### src/rtl/fact_bcd_conv.sv
// Sequential double-dabble converter: turns a 32-bit binary value into 10 packed BCD
// digits, one bit per cycle, with valid/ready handshakes on input and output.
module fact_bcd_conv (
    input  logic        clk,
    input  logic        rst,
    input  logic [31:0] bin_in,
    input  logic        in_valid,
    output logic        in_ready,
    output logic [39:0] bcd_out,
    output logic [3:0]  num_digits,
    output logic        out_valid,
    input  logic        out_ready
);

    typedef enum logic [1:0] {IDLE, SHIFT, DONE} state_t;

    state_t      state;
    state_t      state_next;
    logic [31:0] shift_reg;
    logic [39:0] bcd;
    logic [39:0] bcd_adj;
    logic [5:0]  count;

    always_ff @(posedge clk) begin
        if (rst) begin
            state <= IDLE;
        end else begin
            state <= state_next;
        end
    end

    always_comb begin
        state_next = state;
        in_ready   = 1'b0;
        out_valid  = 1'b0;
        case (state)
            IDLE: begin
                in_ready = 1'b1;
                if (in_valid) begin
                    state_next = SHIFT;
                end
            end
            SHIFT: begin
                // count holds the number of iterations already completed
                if (count == 6'd31) begin
                    state_next = DONE;
                end
            end
            DONE: begin
                out_valid = 1'b1;
                if (out_ready) begin
                    state_next = IDLE;
                end
            end
            default: state_next = IDLE;
        endcase
    end

    // Add-3 correction keeps every digit in 0..9 after the following left shift
    always_comb begin
        bcd_adj = bcd;
        for (int k = 0; k < 10; k++) begin
            if (bcd[4*k +: 4] >= 4'd5) begin
                bcd_adj[4*k +: 4] = bcd[4*k +: 4] + 4'd3;
            end
        end
    end

    always_ff @(posedge clk) begin
        if (rst) begin
            shift_reg <= '0;
            bcd       <= '0;
            count     <= '0;
        end else begin
            case (state)
                IDLE: begin
                    if (in_valid) begin
                        shift_reg <= bin_in;
                        bcd       <= '0;
                        count     <= '0;
                    end
                end
                SHIFT: begin
                    {bcd, shift_reg} <= {bcd_adj[38:0], shift_reg, 1'b0};
                    count            <= count + 6'd1;
                end
                default: ;
            endcase
        end
    end

    assign bcd_out = bcd;

    // Highest nonzero digit wins; an all-zero value still reports one digit
    always_comb begin
        num_digits = 4'd1;
        for (int k = 1; k < 10; k++) begin
            if (bcd[4*k +: 4] != 4'd0) begin
                num_digits = 4'(k + 1);
            end
        end
    end

endmodule
### config.mk
export PLATFORM = sky130hd
export DESIGN_NAME = fact_bcd_conv
export DESIGN_NICKNAME = d
export VERILOG_FILES = /design/src/rtl/fact_bcd_conv.sv
export SDC_FILE = /design/constraint.sdc
export NUM_CORES = 1
export LEC_CHECK = 0
export ABC_AREA = 1
export BUFFER_PORTS_ARGS = -buffer_cell sky130_fd_sc_hd__clkbuf_2
export CAP_MARGIN = 25
export CELL_PAD_IN_SITES_DETAIL_PLACEMENT = 1
export CELL_PAD_IN_SITES_GLOBAL_PLACEMENT = 1
export CORE_UTILIZATION = 42
export DETAILED_ROUTE_END_ITERATION = 16
export PLACE_DENSITY_LB_ADDON = 0.1
export SETUP_SLACK_MARGIN = 0.02
export SYNTH_ARGS = -nofsm -noshare
export SYNTH_HDL_FRONTEND = slang
export SYNTH_SLANG_ARGS = --single-unit
### constraint.sdc
create_clock -name clk -period 4.3 [get_ports clk]
set_clock_uncertainty 0.1 [all_clocks]
set_input_delay 0.215 -clock clk [delete_from_list [all_inputs] [get_ports clk]]
set_output_delay 0.215 -clock clk [all_outputs]
set_load 0.01 [all_outputs]
==> results by group <==
Synth
  – Synth async-reset ratio: 0
  – Dominant register cell in the synthesized netlist: dfxtp_1
  – Post-synthesis average cell area: around 7.0 µm²
  – Synth Cell Area: about 4200 µm²
  – Syn nets: 654
  – Sequential share of the synthesized area: 0.382
  – Mapped Cells: around 600
  – YS warnings: 0
  – Share of Yosys cell area claimed by the top area cell type: 0.382
  – Area leader, netlist: dfxtp_1
  – Ranking of synthesized cells by area: dfxtp_1 38%, nand2_1 13%, a21oi_1 9.3%, inv_1 6.7%, ha_1 6.3%
  – Post-synthesis cell type count: 28
  – Flops & latches, synth: 80
  – Post-synth EDFFs: 0

Setup path
  – Crit Path Max Fanout: 49
  – R2R Path End: count[4]
  – CP Launch Type: flip-flop
  – Crit Path Class: reg -> reg
  – CP required: ~4.5 ns
  – Reg2Reg Setup Slack: around 1.8 ns
  – Critical path endpoint category: flip-flop
  – Reg2reg path depth: 7
  – FF-to-FF Start: state[1]
  – Worst Path Arrival: ~2.7 ns

Finish
  – Area Growth Syn to Fin: 16.1%
  – Finished Cell Area: ~4900 µm²
  – Multi-input gate area: about 2100 µm²
  – Antenna diodes: 0
  – Share of layout cells above drive strength 1: 0.179
  – Register area: 1600 µm²
  – Largest register FFs: 40
  – Filler Cells Inserted: roughly 1300
  – Net count reported at finish: 723
  – Fin util: 0.500

Detailed routing
  – Via count: between 4000 and 5000
  – Drt initial violations: 110
  – DRC: 0
  – Antenna Violating Nets Remaining: 0
  – TritonRoute pass-1 iters: 4
  – Wire length per cell: roughly 14 µm
  – Vias per cell: ~5.1
  – Final WL: 11100 µm

Power
  – Power Dens Cells: ~320 nW/µm²
  – Int Pwr: between 1 and 1.5 mW
  – Sw Ratio: 0.281
  – Reg power frac: 0.500
  – Leakage: 2.35 nW
  – Net switching power: about 0.44 mW
  – Worst vdd ir: 0.152 mV
  – Gate power share: 0.125
  – Clock power frac: 0.375

Global route
  – GRT Util Overall: 0.222
  – Vias in the first global route: 3948
  – Overflow after GRT: 0
  – Largest net degree at the start of global routing: between 50 and 60
  – Initial antenna violation count: 0
  – First-pass GRT wire length: 18000 µm

Place
  – Pre-CTS WS: roughly 1.8 ns
  – Routability cong.: 0.765
  – Cell Area, Placed: ~4600 µm²
  – Count of buffers from port buffering: 81
  – Final HPWL DP: between 7000 and 8000 µm

Timing
  – Setup TNS: 0 ns
  – # setup viols final: 0
  – Actual slew at the worst max-slew pin: approximately 1.0 ns
  – Tcrit/Tclk final: 0.586
  – Highest Clock Rate: around 400 MHz
  – Final hold vios: 0
  – Setup ws final: approximately 1.8 ns
  – Fin. max-slew vios: 0
  – Slew Limit Headroom: 0.329
  – RSZ-0062 raised after global routing: no
  – Worst Hold Slack: 0.0213 ns
  – Final min period: 2.52 ns

Worst hold path
  – WHS Path Cells: 5
  – Hold crit path type: in -> reg
  – Hold path startpoint: bin_in[28]
  – Hold Crit Endpoint: shift_reg[28]

Clock tree
  – Clock transition at path regs: about 0.090 ns
  – H-tree depth: 3
  – CTS tree: done
  – Clk Latency, worst-skew pair: between 0.3 and 0.4 ns
  – Clock Tree Buf Depth: 2
  – CTS Buf Count: 9
  – CTS resizes: 0
  – Clock tree root driver cell: clkbuf_8
  – Num Clock Sinks: 80

Floorplanning
  – # IOs: 82
  – Die area: 10400 µm²
  – Row count: 36
  – Chip width: a little over 100 µm
  – Vert. Die Dim: around 100 µm
  – Core area: between 9000 and 10000 µm²
  – Starting Density: 0.430

Status
  – Status: complete, no violations

Job
  – Total of max-cap violations: 0
worst max-delay path by stage:
| stage | from | to | slack (ns) | depth (start not counted) |
|---|---|---|---|---|
| 2_1_floorplan | bcd_out[32] | num_digits[2] | 2.40 | 7 |
| 3_3_place_gp | state[1] | count[4] | 1.55 | 6 |
| 3_5_place_dp | state[1] | count[4] | 1.78 | 7 |
| 4_1_cts | state[1] | shift_reg[9] | 1.77 | 9 |
| 5_1_grt | state[1] | count[4] | 1.56 | 7 |
| 6_report | state[1] | count[4] | 1.78 | 7 |
cell type report:
cell class	count	share of cell area
multi-input combinational	412	0.441
sequential	80	0.329
timing repair buffer	85	0.0927
inverter	78	0.0602
tap	133	0.0342
clock buffer	11	0.0311
clock inverter	5	0.0113
stage by stage:
stage / std cells / total power, mW
after detailed placement: 787 / 1.00
after CTS: 804 / 1.59
after floorplan: 597 / 0.951
after global routing: 804 / 1.65
after global placement: 786 / 0.988
final: 804 / 1.57
logic make-up (layout without fill, tap and decap cells):
kind of cell    after synthesis  count (layout)  share of synthesized area
fa+ha+maj                    21              21                     0.0627
compound gates              159             159                      0.213
simple gates                223             223                      0.217
flops                        80              80                      0.382
xor+xnor                      9               9                     0.0188
buf+inv                     105             179                      0.106
power groups by stage:
stage / registers [mW] / clock network, mW / logic (mW)
2_1_floorplan: 0.799 / 0 / 0.152
3_3_place_gp: 0.803 / 0 / 0.185
6_report: 0.787 / 0.589 / 0.197
3_5_place_dp: 0.804 / 0 / 0.199
4_1_cts: 0.787 / 0.606 / 0.200
5_1_grt: 0.790 / 0.637 / 0.223
synthesized netlist by cell type, types with 3 or more instances:
| cell | number |
|---|---|
| ha_1 | 21 |
| clkbuf_1 | 6 |
| or2_2 | 14 |
| xor2_1 | 9 |
| nand2_1 | 150 |
| dfxtp_1 | 80 |
| a22oi_1 | 31 |
| inv_2 | 3 |
| buf_2 | 9 |
| buf_4 | 6 |
| nor2_1 | 40 |
| o21ai_1 | 10 |
| a21oi_1 | 78 |
| buf_1 | 4 |
| inv_1 | 75 |
| o21ai_0 | 34 |
| nand3_1 | 12 |
routing by layer:
metal / part of all wire / vias up / wire length [µm] / GRT usage
li1: - / 2067 / - / -
met1: 0.45 / 1942 / 5020 / 0.266
met2: 0.50 / 73 / 5560 / 0.391
met3: 0.035 / 16 / 395 / 0.0451
met4: 0.015 / 0 / 172 / 0.0846
met5: 0 / - / 0 / 0
critical path: stages (launching register included):
cell and delay, ns:
dfxtp_1 0.41, nor2_4 0.06, inv_2 0.38, nand2_1 0.43
inv_2 0.42, buf_12 0.29, nand2_1 0.08, a221oi_1 0.23
what timing repair did:
item | CTS | global route
setup buffers | 0 | 0
endpoints found under the hold margin | 1 | 0
hold buffers | 1 | 0
layout by cell type (no fill, tap or decap), drive strengths merged:
master	count
a211oi	1
a21oi	78
a221oi	1
a22oi	31
buf	3
bufinv	1
clkbuf	92
clkinv	2
clkinvlp	2
dfxtp	80
dlygate4sd3	1
ha	21
inv	78
nand2	151
nand3	12
nand4	2
nor2	41
nor3	1
nor4	2
o211ai	2
o21ai	44
o221a	1
o31ai	1
or2	14
xor2	9
Power figures use the tool's default switching activity.
